`src/rtl/pe_mode1_sequencer.sv`:
```
// ============================================================================
//  Module   : pe_mode1_sequencer
//  Purpose  : Mode-1 load sequencer for a PE array. It configures the array,
//             streams a block of weight words and one fmap tile per pass from
//             two valid/ready sources, waits for the shift-finish handshake
//             between passes and for clip-finish at the end, then requests the
//             partial-sum readout.
//  Ports    : clk, rst_n                      clock, async active-low reset
//             i_go, i_abort                   start pulse, synchronous abort
//             i_w_total, i_f_words, i_n_pass  job sizes, latched on start
//             i_w_src_*, o_w_src_ready        weight source stream
//             i_f_src_*, o_f_src_ready        fmap source stream
//             o_weight_in*, o_feature_in*     PE write ports (zero latency)
//             i_fifo_full_*, i_*_finish_flg   PE status
//             o_start_*, o_load_full_cloumn   PE control strobes
//             o_busy, o_done, o_pass_idx      sequencer status
//  Revision : 1.0  initial release
// ============================================================================
`default_nettype none

module pe_mode1_sequencer #(
   parameter int DATA_WIDTH = 16,
   parameter int CNT_WIDTH  = 8
) (
   input  logic                  clk,
   input  logic                  rst_n,
   input  logic                  i_go,
   input  logic                  i_abort,
   input  logic [CNT_WIDTH-1:0]  i_w_total,
   input  logic [CNT_WIDTH-1:0]  i_f_words,
   input  logic [CNT_WIDTH-1:0]  i_n_pass,
   input  logic [DATA_WIDTH-1:0] i_w_src_data,
   input  logic                  i_w_src_valid,
   output logic                  o_w_src_ready,
   input  logic [DATA_WIDTH-1:0] i_f_src_data,
   input  logic                  i_f_src_valid,
   output logic                  o_f_src_ready,
   output logic [DATA_WIDTH-1:0] o_weight_in,
   output logic                  o_weight_in_en,
   output logic [DATA_WIDTH-1:0] o_feature_in,
   output logic                  o_feature_in_en,
   input  logic                  i_fifo_full_filter,
   input  logic                  i_fifo_full_fmap,
   input  logic                  i_shift_finish_flg,
   input  logic                  i_clip_finish_flg,
   output logic                  o_start_config,
   output logic                  o_start_weight_load,
   output logic                  o_start_feature_load,
   output logic                  o_load_full_cloumn,
   output logic                  o_start_psum_out,
   output logic                  o_busy,
   output logic                  o_done,
   output logic [CNT_WIDTH-1:0]  o_pass_idx
);

   typedef enum logic [3:0] {
      S_IDLE        = 4'd0,
      S_CONFIG      = 4'd1,
      S_LOAD        = 4'd2,
      S_STREAM      = 4'd3,
      S_WAIT_SHIFT  = 4'd4,
      S_FEAT_START  = 4'd5,
      S_FEAT_STREAM = 4'd6,
      S_WAIT_CLIP   = 4'd7,
      S_PSUM_OUT    = 4'd8,
      S_DONE        = 4'd9
   } state_t;

   state_t               r_state;
   state_t               w_state_nxt;
   logic [CNT_WIDTH-1:0] r_w_total;
   logic [CNT_WIDTH-1:0] r_f_words;
   logic [CNT_WIDTH-1:0] r_n_pass;
   logic [CNT_WIDTH-1:0] r_w_cnt;
   logic [CNT_WIDTH-1:0] r_f_cnt;
   logic [CNT_WIDTH-1:0] r_pass_idx;
   logic                 r_shift_seen;
   logic                 r_clip_seen;

   logic                 w_in_stream;
   logic                 w_in_feat;
   logic                 w_w_ready;
   logic                 w_f_ready;
   logic                 w_w_xfer;
   logic                 w_f_xfer;
   logic                 w_stream_exit;
   logic                 w_last_pass;
   logic [CNT_WIDTH:0]   w_pass_inc;
   logic [CNT_WIDTH-1:0] w_n_pass_eff;

   assign w_in_stream = (r_state == S_STREAM);
   assign w_in_feat   = (r_state == S_FEAT_STREAM);

   // Readiness is gated by the remaining count so a counter can never pass
   // its total, and by the PE fifo status of the same cycle.
   assign w_w_ready = w_in_stream & ~i_fifo_full_filter & (r_w_cnt < r_w_total);
   assign w_f_ready = (w_in_stream | w_in_feat) & ~i_fifo_full_fmap
                      & (r_f_cnt < r_f_words);
   assign w_w_xfer  = i_w_src_valid & w_w_ready;
   assign w_f_xfer  = i_f_src_valid & w_f_ready;

   // The first pass streams weights and fmap together; later passes only fmap.
   assign w_stream_exit = (w_in_stream & (r_w_cnt == r_w_total) & (r_f_cnt == r_f_words))
                        | (w_in_feat & (r_f_cnt == r_f_words));

   // One extra bit so the pass+1 comparison cannot wrap.
   assign w_pass_inc   = {1'b0, r_pass_idx} + 1'b1;
   assign w_last_pass  = (w_pass_inc >= {1'b0, r_n_pass});
   assign w_n_pass_eff = (i_n_pass == '0) ? CNT_WIDTH'(1) : i_n_pass;

   always_comb begin
      w_state_nxt = r_state;
      if (i_abort) begin
         w_state_nxt = S_IDLE;
      end else begin
         case (r_state)
            S_IDLE:        if (i_go) w_state_nxt = S_CONFIG;
            S_CONFIG:      w_state_nxt = S_LOAD;
            S_LOAD:        w_state_nxt = S_STREAM;
            S_STREAM,
            S_FEAT_STREAM: if (w_stream_exit)
                              w_state_nxt = w_last_pass ? S_WAIT_CLIP : S_WAIT_SHIFT;
            S_WAIT_SHIFT:  if (r_shift_seen | i_shift_finish_flg) w_state_nxt = S_FEAT_START;
            S_FEAT_START:  w_state_nxt = S_FEAT_STREAM;
            S_WAIT_CLIP:   if (r_clip_seen | i_clip_finish_flg) w_state_nxt = S_PSUM_OUT;
            S_PSUM_OUT:    w_state_nxt = S_DONE;
            S_DONE:        w_state_nxt = S_IDLE;
            default:       w_state_nxt = S_IDLE;
         endcase
      end
   end

   always_ff @(posedge clk or negedge rst_n) begin
      if (!rst_n) begin
         r_state      <= S_IDLE;
         r_w_total    <= '0;
         r_f_words    <= '0;
         r_n_pass     <= '0;
         r_w_cnt      <= '0;
         r_f_cnt      <= '0;
         r_pass_idx   <= '0;
         r_shift_seen <= 1'b0;
         r_clip_seen  <= 1'b0;
      end else begin
         r_state <= w_state_nxt;
         if (i_abort) begin
            r_w_cnt      <= '0;
            r_f_cnt      <= '0;
            r_pass_idx   <= '0;
            r_shift_seen <= 1'b0;
            r_clip_seen  <= 1'b0;
         end else if ((r_state == S_IDLE) && i_go) begin
            r_w_total    <= i_w_total;
            r_f_words    <= i_f_words;
            r_n_pass     <= w_n_pass_eff;
            r_w_cnt      <= '0;
            r_f_cnt      <= '0;
            r_pass_idx   <= '0;
            r_shift_seen <= 1'b0;
            r_clip_seen  <= 1'b0;
         end else begin
            if (w_w_xfer) r_w_cnt <= r_w_cnt + 1'b1;
            // Exit requires f_cnt at its total, so no transfer can coincide.
            if (w_stream_exit)  r_f_cnt <= '0;
            else if (w_f_xfer)  r_f_cnt <= r_f_cnt + 1'b1;
            if (w_stream_exit && !w_last_pass) r_pass_idx <= w_pass_inc[CNT_WIDTH-1:0];
            // A shift-finish that arrives while streaming is remembered so the
            // following WAIT_SHIFT does not have to see the flag live.
            if ((r_state == S_WAIT_SHIFT) && (w_state_nxt != S_WAIT_SHIFT))
               r_shift_seen <= 1'b0;
            else if (i_shift_finish_flg && (w_in_stream || w_in_feat || (r_state == S_WAIT_SHIFT)))
               r_shift_seen <= 1'b1;
            if (i_clip_finish_flg && (r_state != S_IDLE)) r_clip_seen <= 1'b1;
         end
      end
   end

   assign o_w_src_ready        = w_w_ready;
   assign o_f_src_ready        = w_f_ready;
   assign o_weight_in_en       = w_w_xfer;
   assign o_feature_in_en      = w_f_xfer;
   // Data is forced to zero when not writing so the port is quiet in reset/idle.
   assign o_weight_in          = w_w_xfer ? i_w_src_data : '0;
   assign o_feature_in         = w_f_xfer ? i_f_src_data : '0;
   assign o_start_config       = (r_state == S_CONFIG);
   assign o_start_weight_load  = (r_state == S_LOAD);
   assign o_start_feature_load = (r_state == S_LOAD) | (r_state == S_FEAT_START);
   assign o_load_full_cloumn   = (r_state != S_IDLE) & (r_state != S_DONE);
   assign o_start_psum_out     = (r_state == S_PSUM_OUT);
   assign o_busy               = (r_state != S_IDLE);
   assign o_done               = (r_state == S_DONE);
   assign o_pass_idx           = r_pass_idx;

endmodule

`default_nettype wire

```
`config.mk`:
```
export PLATFORM = sky130hd
export DESIGN_NAME = pe_mode1_sequencer
export DESIGN_NICKNAME = d
export VERILOG_FILES = /design/src/rtl/pe_mode1_sequencer.sv
export SDC_FILE = /design/constraint.sdc
export NUM_CORES = 1
export LEC_CHECK = 0
export BUFFER_PORTS_ARGS = -buffer_cell sky130_fd_sc_hd__clkbuf_2
export CAP_MARGIN = 5
export CORE_MARGIN = 10
export CORE_UTILIZATION = 46
export CTS_CLUSTER_SIZE = 25
export DETAILED_ROUTE_END_ITERATION = 10
export GPL_TIMING_DRIVEN = 0
export PLACE_DENSITY_LB_ADDON = 0.1
export SLEW_MARGIN = 20
export SYNTH_ARGS = -nofsm -noshare
export SYNTH_HDL_FRONTEND = slang
export SYNTH_SLANG_ARGS = --single-unit
```
`constraint.sdc`:
```
create_clock -name clk -period 2.6 [get_ports clk]
set_input_delay 0.52 -clock clk [delete_from_list [all_inputs] [get_ports clk]]
set_output_delay 0.52 -clock clk [all_outputs]
set_load 0.1 [all_outputs]
```
; ---- Word level (Yosys, flattened, before mapping)
; Index checks and enable logic that the tools add are counted.
[word_totals]
output_inout_bits = 51
wordCells = 91
ff_bits = 54
in_bits = 66
[op_classes]
bitwise_logic = 18
magnitude_cmp = 3
n_mux = 27
eq_ne = 13
n_addsub = 3
n_reduce_logical = 18
[ops]
columns = operator, count
row1 = $mux W8, 11
row2 = $mux W16, 2
row3 = $pmux W4 S8, 1
row4 = $mux W4, 5
row5 = $add A8 B1 Y8 const B, 2
row6 = $eq A4 B3 Y1 const B, 4
row7 = $eq A8 B8 Y1, 2
row8 = $lt A8 B8 Y1, 2
row9 = $reduce_bool A4 Y1, 3
row10 = $and A1 B1 Y1, 10
row11 = $add A8 B1 Y9 const B, 1
row12 = $ge A9 B8 Y1, 1
row13 = $reduce_bool A3 Y1, 3
row14 = $eq A4 B2 Y1 const B, 2
row15 = $eq A4 B4 Y1 const B, 2
row16 = $logic_not A8 Y1, 1
row17 = $mux W1, 7
row18 = $logic_and A1 B1 Y1, 5
row19 = $or A1 B1 Y1, 5
row20 = $eq A4 B1 Y1 const B, 1
row21 = $logic_not A4 Y1, 1
row22 = $ne A4 B3 Y1 const B, 1
row23 = $ne A4 B4 Y1 const B, 1
row24 = $not A1 Y1, 3
row25 = other kinds (5), 6

; ---- Logic depth before layout (Yosys ltp)
; Gate-level depths: netlist of run 1.
[logic_depth]
ltp_word = 12
ltp_mapped = 12
depth_no_buf = 11

; ---- Least setup slack after synthesis of run 1
; No wires, ideal clock.
[synth_path]
kind = register to output
from = reg r_w_cnt[5]
to = out o_weight_in[10]
arrival_time_ns = 3.438
slack_ns = -1.358
stages_incl_launch_ff = 8
path_cell_list = dfrtp_1 ha_1 a21oi_1 a2bb2oi_1 nand4_1 nor2_1 clkbuf_1 and2_1
[synth_between]
elab_chain_len = 4
[synth_rtl]
columns = item, line_no
row1 = start: declaration, 74  ; logic [CNT_WIDTH-1:0] r_w_cnt;
row2 = start signal: assignment, 162  ; if (w_w_xfer) r_w_cnt <= r_w_cnt + 1'b1;
row3 = $lt A8 B8 Y1, 96  ; assign w_w_ready = w_in_stream & ~i_fifo_full_filter & (r_w_cnt < r_w_total);
row4 = $and A1 B1 Y1, 96
row5 = $and A1 B1 Y1, 99  ; assign w_w_xfer = i_w_src_valid & w_w_ready;
row6 = named net o_weight_in_en, 39  ; output logic o_weight_in_en,
row7 = $mux W16, 183  ; assign o_weight_in = w_w_xfer ? i_w_src_data : '0;
row8 = end: declaration, 38  ; output logic [DATA_WIDTH-1:0] o_weight_in,
; The timed path passes the listed nets, and every way through them passes these cells.

; ---- Worst setup path after layout of run 1
[layout_path]
from = reg r_f_words[5]
to = out o_feature_in[9]
[layout_between]
elab_chain_len = 4
[layout_rtl]
columns = item, line_no
row1 = start: declaration, 72  ; logic [CNT_WIDTH-1:0] r_f_words;
row2 = start signal: assignment, 154  ; r_f_words <= i_f_words;
row3 = $lt A8 B8 Y1, 98  ; & (r_f_cnt < r_f_words);
row4 = $and A1 B1 Y1, 98
row5 = $and A1 B1 Y1, 100  ; assign w_f_xfer = i_f_src_valid & w_f_ready;
row6 = $mux W16, 184  ; assign o_feature_in = w_f_xfer ? i_f_src_data : '0;
row7 = end: declaration, 40  ; output logic [DATA_WIDTH-1:0] o_feature_in,
; No other way between the ends.

==> results of run 1 <==
-- area by class of cell --
| class | instances | area (µm²) |
|---|---|---|
| flip-flops and latches | 54 | 1370 |
| plain buffers | 11 | 100 |
| fillers | 469 | 1640 |
| clock buffers | 6 | 82.6 |
| inverters | 29 | 109 |
| clock inverters | 2 | 16.3 |
| repair buffers | 146 | 1580 |
| well taps | 99 | 124 |
| multi-input cells | 271 | 2270 |
-- flip-flops by register name (all words and copies together), names as in the netlist --
| register | cells |
|---|---|
| r_shift_seen | 1 |
| r_state | 4 |
| r_clip_seen | 1 |
| r_n_pass | 8 |
| r_f_words | 8 |
| o_pass_idx | 8 |
| r_f_cnt | 8 |
| r_w_total | 8 |
| r_w_cnt | 8 |
-- cells by family (layout without fill, tap and decap cells) --
family,Yosys count,after routing,share of synthesized area
XOR/XNOR,20,20,0.0503
buffers and inverters,42,194,0.0575
flip-flops,54,54,0.388
multiplexers,26,26,0.0830
adder cells (fa/ha/maj),27,27,0.0971
AO/OA/AOI/OAI,59,59,0.104
AND/OR/NAND/NOR,138,139,0.220
-- power groups by stage --
| stage | Sequential [mW] | Combinational [mW] | Clock, mW |
|---|---|---|---|
| after CTS | 1.05 | 0.897 | 0.536 |
| after global placement | 1.06 | 0.801 | 0 |
| after floorplan | 1.05 | 0.632 | 0 |
| after global routing | 1.07 | 1.04 | 0.559 |
| final | 1.05 | 0.944 | 0.522 |
| after detailed placement | 1.07 | 0.821 | 0 |
-- repair_timing --
action                                  4_1_cts  5_1_grt
pin swaps                                    17       37
gates resized for setup                     125       36
hold buffers                                  0        0
cloned                                        2        0
endpoints found under the setup margin       38       50
setup buffers                                21        9
-- stage by stage --
| stage | hold WS (ps) | total power, mW | setup TNS [ps] |
|---|---|---|---|
| floorplan | 224 | 1.68 | -6150 |
| global route | 327 | 2.67 | -15960 |
| CTS | 305 | 2.48 | -12790 |
| finish | 268 | 2.52 | -11470 |
| global placement | 467 | 1.86 | -16680 |
| detailed placement | 477 | 1.89 | -18070 |
-- cells in the mapped netlist, types with 2 or more instances --
master    count
nor3_1        5
nand3_1       5
o21a_1        2
o211ai_1      3
nand2_1      18
a211oi_1      2
or2_2         3
mux2_2       23
dfrtp_1      54
buf_2         4
xor2_1        4
o21ai_0      15
clkbuf_1      2
mux2i_1       3
nand2b_1      3
buf_1         2
and2_1       32
buf_6         5
a31o_2        3
a21oi_1      21
or3_1         6
nand3b_1      2
inv_1        29
nor2b_1       5
nor2_1       30
o31ai_1       2
nand4_1      10
ha_1         27
nor4_1        9
xnor2_1      16
or4_1         2
a31oi_1       3
-- per-layer routing --
layer,GRT usage,vias to the layer above,routed length [µm]
met5,0,-,0
met4,0.0474,0,161
met3,0.0419,15,501
met2,0.351,94,6050
met1,0.207,1595,4460
li1,-,1581,-
-- critical path: stages, from the launching register on --
cell and delay, ps:
dfrtp_1 400, inv_2 70, ha_4 200, a211oi_2 210
nor2_1 90, or4_4 510, nor3b_4 230, buf_12 140
buf_12 120, and2_4 150, clkbuf_16 190
-- worst paths after layout --
path / start / cells past startpoint / slack (ps) / to
worst min-delay path: rst_n / 1 / 270 / o_pass_idx[1]$_DFFE_PN0P_
max in group asynchronous: rst_n / 1 / 1800 / o_pass_idx[0]$_DFFE_PN0P_
worst max register to register: o_pass_idx[1]$_DFFE_PN0P_ / 11 / -10 / o_pass_idx[7]$_DFFE_PN0P_
worst min register to register: r_clip_seen$_DFFE_PN0P_ / 2 / 500 / r_clip_seen$_DFFE_PN0P_
worst max-delay path: r_f_words[5]$_DFFE_PN0P_ / 10 / -540 / o_feature_in[9]
min in group clk: i_w_total[4] / 2 / 430 / r_w_total[4]$_DFFE_PN0P_
==> out/metrics.cfg, run 1 <==
[clock_network]
clock_path_buffers=2
h-tree-depth=2
clk_latency_ps=320
path_clk_slew_ps=110
cts_tree=done
cts_root_buf=clkbuf_8
cts_sinks=54
cts_buffers=5

[route]
routed_wl_um=11200
num_vias=3285
drc_errors=0
first_iter_violations=118
wl_per_cell_um=18.1
vias_per_cell=5.32
dr.pass1.iters=4
drtAntennaViolNets=0

[pwr]
switching_share=0.371
ir_drop_mv=0.364
p_int_mw=1.58
p_leak_nw=2.58
p_seq_frac=0.418
p_per_area_nw_per_um2=446
combinationalPowerShare=0.375
switching_power_mw=0.935
clock_power_share=0.207

[status]
outcome=finished, violations left
violations=setup timing

[timing]
slew_viol_final=0
fin_crit_sh=1.21
setup_viol=36
setup_ws_ps=-541
worstMarginPinSlew_ps=738
fmax_mhz=318
fin_skew_ps=14.4
rsz0062_at_grt=yes
post-route-min-period_ps=3140
slew_headroom=0.508
hold_viol=0

[layout]
most-common-layout-cells=clkbuf_2 (79), dfrtp_1 (47), clkbuf_16 (35)
diodes=0
fin_cells=618
nNetsFinal=611
layout_commonest_cell=clkbuf_2
final_core_util=0.776
synthToLayoutAreaGrowth_pct=62.5
fin_area_um2=5660
final_layout_size_suffix_gt1_frac=0.536

[yosys]
syn_nets=459
syn-cell-area_um2=3480
post_synth.cell_area_avg_um2=9.51
async_flop_share=1.00
synth-seq-cells=54
syn-instance-count=366
synth_edf_count=0
yosysSeqAreaShare=0.388
synth_top_cell_by_area=dfrtp_1
synth-main-ff-cell=dfrtp_1
synth_area_leaders=dfrtp_1 (39%), ha_1 (9.7%), mux2_2 (7.4%)
netlist-cell-type-count=48
yosysWarnings=0
yosysTopAreaCellShare=0.388

[grt]
grt_max_degree=55
grt_pass1_vias=3477
grt_pass1_wl_um=17500
overflow=0
groute.usage.overall=0.187
antenna_found_initial=0

[placement]
place_area_um2=4420
port_buffers=116
place_ws_ps=-781
place_inst=581
dpl.hpwl_um=7120
gp_congestion=0.857

[job]
drv_cap=0

[worst_setup_path]
critPathCaptureType=primary output
worstSetupStartpointType=flip-flop
required_ps=2080
crit_type=reg2out
cp_max_fo=10
cp.arrival_ps=2620

[die]
core_area_um2=7290
core.rowCount=31
dieArea_um2=11400
die_w_um=107
die_y_um=107
initial_core_util=0.477
pin_count=117

[min_path]
min_path_type=in2async

Note: power is estimated with default switching activity, not from simulation.
==> inputs of run 2 (changes only) <==
Settings changed: CORE_UTILIZATION 46 to 51.
Clock period 2.6 ns to 3.35 ns, I/O delays scaled along.
==> out/metrics.cfg, run 2 (synthesized netlist as in run 1, its figures left out) <==
[status]
outcome=finished, violations left
violations=setup timing

[layout]
fillCellCount=492
diodes=0
layout_commonest_cell=clkbuf_2
nNetsFinal=592
most-common-layout-cells=clkbuf_2 (87), dfrtp_1 (54), inv_1 (28)
regArea_um2=1350
fin_area_um2=4840
multi_input_area_um2=2020
synthToLayoutAreaGrowth_pct=39.0
final_layout_size_suffix_gt1_frac=0.421

[pwr]
p_leak_nw=2.35
p_per_area_nw_per_um2=398
ir_drop_mv=0.266
p_total_mw=1.92

[clock_network]
h-tree-depth=2
cts_sinks=54
cts_tree=done
holdBufCountCts=0
cts_buffers=5
path_clk_slew_ps=110
clock_path_buffers=2
cts_root_buf=clkbuf_8
clk_latency_ps=320

[worst_setup_path]
cp_max_fo=7
rrSetupSlack_ps=320
regToRegEndpoint=o_pass_idx[1]$_DFFE_PN0P_
cp.arrival_ps=2750
worstSetupStartpointType=flip-flop
reg2reg_from=o_pass_idx[0]$_DFFE_PN0P_
critPathCaptureType=primary output
r2r_cells=11
required_ps=2680
crit_type=reg2out

[grt]
grt_max_degree=55
grt_pass1_wl_um=16100
antenna_found_initial=0
overflow=0
groute.usage.overall=0.191
grt_pass1_vias=3320

[placement]
dpl.hpwl_um=7030
port_buffers=116
gp_congestion=0.881
place_area_um2=4210

[die]
initial_core_util=0.518
core.rowCount=30
pin_count=117
dieArea_um2=10500
core_area_um2=6720
die_w_um=103
die_y_um=103

[timing]
post-route-min-period_ps=3420
worstMarginPinSlew_ps=815
setup_viol=16
setup_ws_ps=-74.3
whs_ps=420
fin_crit_sh=1.02
setup_tns_ps=-889
fin_skew_ps=15.6
rsz0062_at_grt=yes
slew_headroom=0.457
fmax_mhz=292
slew_viol_final=0
hold_viol=0

[min_path]
min_path_type=in2async

[route]
wl_per_cell_um=17.7
first_iter_violations=118
routed_wl_um=10200
drtAntennaViolNets=0
num_vias=3201
drc_errors=0
dr.pass1.iters=4
vias_per_cell=5.53

[job]
drv_cap=0

==> run 2: repair_timing <==
item	in CTS	in global routing
pin swaps	6	11
hold endpoints to repair	0	0
gates cloned	1	0
setup endpoints to repair	34	35
gates resized for setup	70	33
setup buffers	4	5
==> run 2: metrics by stage <==
stage / util / std cells / setup WS (ps)
after global placement: 0.627 / 562 / -98.7
after detailed placement: 0.627 / 562 / -124
after floorplan: - / 366 / -126
after global routing: 0.720 / 579 / -159
final: 0.720 / 579 / -74.3
after CTS: 0.707 / 574 / -27.1
==> run 2: worst max-delay path by stage <==
stage	startpoint	end	slack, ps	depth (start not counted)
floorplan	r_w_cnt[5]$_DFFE_PN0P_	o_weight_in[10]	-130	7
global placement	r_f_cnt[5]$_DFFE_PN0P_	o_feature_in[12]	-100	9
detailed placement	r_f_cnt[5]$_DFFE_PN0P_	o_feature_in[12]	-120	9
CTS	r_f_words[5]$_DFFE_PN0P_	o_feature_in[11]	-30	10
global route	r_f_cnt[4]$_DFFE_PN0P_	o_feature_in[0]	-160	9
finish	r_f_cnt[6]$_DFFE_PN0P_	o_feature_in[0]	-70	9
==> run 2: area by class of cell <==
cell class	instances	area share
sequential	54	0.279
clock buffer	6	0.0171
buffer	13	0.0197
inverter	29	0.0225
timing repair buffer	126	0.217
multi-input combinational	270	0.417
clock inverter	1	0.00621
tap	80	0.0207
==> run 2: power breakdown <==
| group | internal [mW] | switching (mW) | leakage (nW) |
|---|---|---|---|
| clock | 0.240 | 0.213 | 0.0573 |
| combinational | 0.254 | 0.401 | 1.59 |
| sequential | 0.760 | 0.0559 | 0.701 |
==> run 2: critical path: stages, from the launching register on <==
cell,delay [ps]
dfrtp_1,430
ha_1,310
o21ai_0,180
nor2_1,50
or4_1,490
buf_6,150
nor3b_4,290
buf_6,180
and2_4,160
clkbuf_16,190
==> run 2: layer usage <==
layer	vias up	part of all wire	GRT usage
met4	0	0.012	0.0271
met5	-	0	0
met1	1530	0.39	0.227
met3	13	0.093	0.0550
met2	124	0.50	0.339
li1	1534	-	-
==> inputs of run 3 (changes only) <==
Settings changed: SKIP_LAST_GASP set to 1.
==> out/metrics.cfg, run 3 (synthesized netlist as in run 1, its figures left out) <==
[status]
outcome=complete, no violations

[worst_setup_path]
path_buf_inv=3
regToRegEndpoint=o_pass_idx[1]$_DFFE_PN0P_
required_ps=2680
crit_slowest_cell=or4_4
crit_type=reg2out
r2r_cells=11
cp_max_fo=7
rrSetupSlack_ps=310
critPathCaptureType=primary output
worstSetupStartpointType=flip-flop
cp.arrival_ps=2640
slowest_delay_ps=510
crit_chain=inv_2, ha_4, a211oi_2, nor2_1, or4_4, nor3b_4, buf_6, and2_4, clkbuf_16
reg2reg_from=o_pass_idx[0]$_DFFE_PN0P_
crit_family=simple AND/OR/NAND/NOR gates

[route]
dr.pass1.iters=4
num_vias=3207
vias_per_cell=5.55
wl_per_cell_um=17.7
first_iter_violations=128
drtAntennaViolNets=0
routed_wl_um=10200
drc_errors=0

[pwr]
p_per_area_nw_per_um2=400
p_leak_nw=2.34
ir_drop_mv=0.268

[grt]
grt_max_degree=55
grt_pass1_vias=3356
antenna_found_initial=0
overflow=0
grt_pass1_wl_um=16200
groute.usage.overall=0.192

[die]
core_area_um2=6720
die_w_um=103
core.rowCount=30
dieArea_um2=10500
initial_core_util=0.518
die_y_um=103
pin_count=117

[placement]
place_area_um2=4210
port_buffers=116
gp_congestion=0.881
dpl.hpwl_um=7030
place_inst=562

[timing]
setup_viol=0
rsz0062_at_grt=yes
slew_headroom=0.508
slew_viol_final=0
post-route-min-period_ps=3310
fin_crit_sh=0.989
fin_skew_ps=11.1
worstMarginPinSlew_ps=738
setup_tns_ps=0
whs_ps=423
hold_viol=0
fmax_mhz=302

[layout]
final_core_util=0.717
fin_cells=578
fin_area_um2=4820
layout_commonest_cell=clkbuf_2
fillCellCount=487
final_layout_size_suffix_gt1_frac=0.430
most-common-layout-cells=clkbuf_2 (88), dfrtp_1 (54), inv_1 (28)
synthToLayoutAreaGrowth_pct=38.4
nNetsFinal=591
diodes=0

[job]
drv_cap=0

[clock_network]
path_clk_slew_ps=100
cts_sinks=54
cts_tree=done
cts_buffers=5
clk_latency_ps=310
h-tree-depth=2
cts_root_buf=clkbuf_8
clock_path_buffers=2

[min_path]
min_path_type=in2async

==> run 3: changes by cell type in the layout (fill, tap and decap cells not counted) <==
| cell | previous run | this run |
|---|---|---|
| o21ai_0 | 15 | 14 |
| ha_1 | 26 | 25 |
| buf_4 | 8 | 14 |
| buf_6 | 17 | 9 |
| or4_1 | 2 | 1 |
| clkbuf_2 | 87 | 88 |
| a21oi_2 | 0 | 2 |
| a21oi_1 | 21 | 19 |
| ha_2 | 0 | 1 |
| or4_4 | 0 | 1 |
| o21ai_2 | 0 | 1 |
==> run 3: worst reg2reg max path: stages, from the launching register on <==
cell and delay [ps]:
dfrtp_1 450, ha_1 230, nand3_1 210, nor2_1 230, xor2_1 100, ha_1 300
o21a_1 110, o21ai_0 70, o2111ai_1 450, clkbuf_1 460, mux2i_1 250, nor2_1 60
==> run 3: through the flow <==
| step | total power, mW | worst slack, ps |
|---|---|---|
| CTS | 1.92 | -27.1 |
| floorplan | 1.29 | -126 |
| global route | 2.05 | -44.3 |
| finish | 1.93 | 37.6 |
| global placement | 1.43 | -98.7 |
| detailed placement | 1.45 | -124 |
==> run 3: cell type report <==
type                       instances  area (µm²)  share of cell area
clock inverter                     1        30.0             0.00624
clock buffer                       6        82.6              0.0171
buffer                            12        83.8              0.0174
multi-input combinational        270        2040               0.423
inverter                          29         109              0.0226
sequential                        54        1350               0.281
tap                               80         100              0.0208
timing repair buffer             126        1020               0.212
==> run 3: worst max-delay path by stage <==
| stage | startpoint | endpoint | cells past startpoint | slack, ps |
|---|---|---|---|---|
| global placement | r_f_cnt[5]$_DFFE_PN0P_ | o_feature_in[12] | 9 | -100 |
| global route | r_f_cnt[4]$_DFFE_PN0P_ | o_feature_in[0] | 8 | -40 |
| floorplan | r_w_cnt[5]$_DFFE_PN0P_ | o_weight_in[10] | 7 | -130 |
| finish | r_f_words[5]$_DFFE_PN0P_ | o_feature_in[0] | 9 | 40 |
| detailed placement | r_f_cnt[5]$_DFFE_PN0P_ | o_feature_in[12] | 9 | -120 |
| CTS | r_f_words[5]$_DFFE_PN0P_ | o_feature_in[11] | 10 | -30 |
==> run 3: report_power, final <==
group	internal, mW	total [mW]	switching, mW
clock network	0.239	0.449	0.210
registers	0.761	0.816	0.0551
logic	0.256	0.661	0.405
total	1.26	1.93	0.670
==> run 3: metal layers <==
metal  vias to the layer above  GRT usage  part of all wire
li1                       1530          -                 -
met1                      1540      0.229              0.40
met2                       124      0.337              0.50
met3                        13     0.0563             0.091
met4                         0     0.0325             0.011
met5                         -          0                 0
==> run 3: what timing repair did <==
| item | in CTS | in global routing |
|---|---|---|
| gates cloned | 1 | 0 |
| pin swaps | 6 | 14 |
| setup endpoints to repair | 34 | 35 |
| hold buffers | 0 | 0 |
| setup buffers | 4 | 5 |
| gates resized for setup | 69 | 30 |
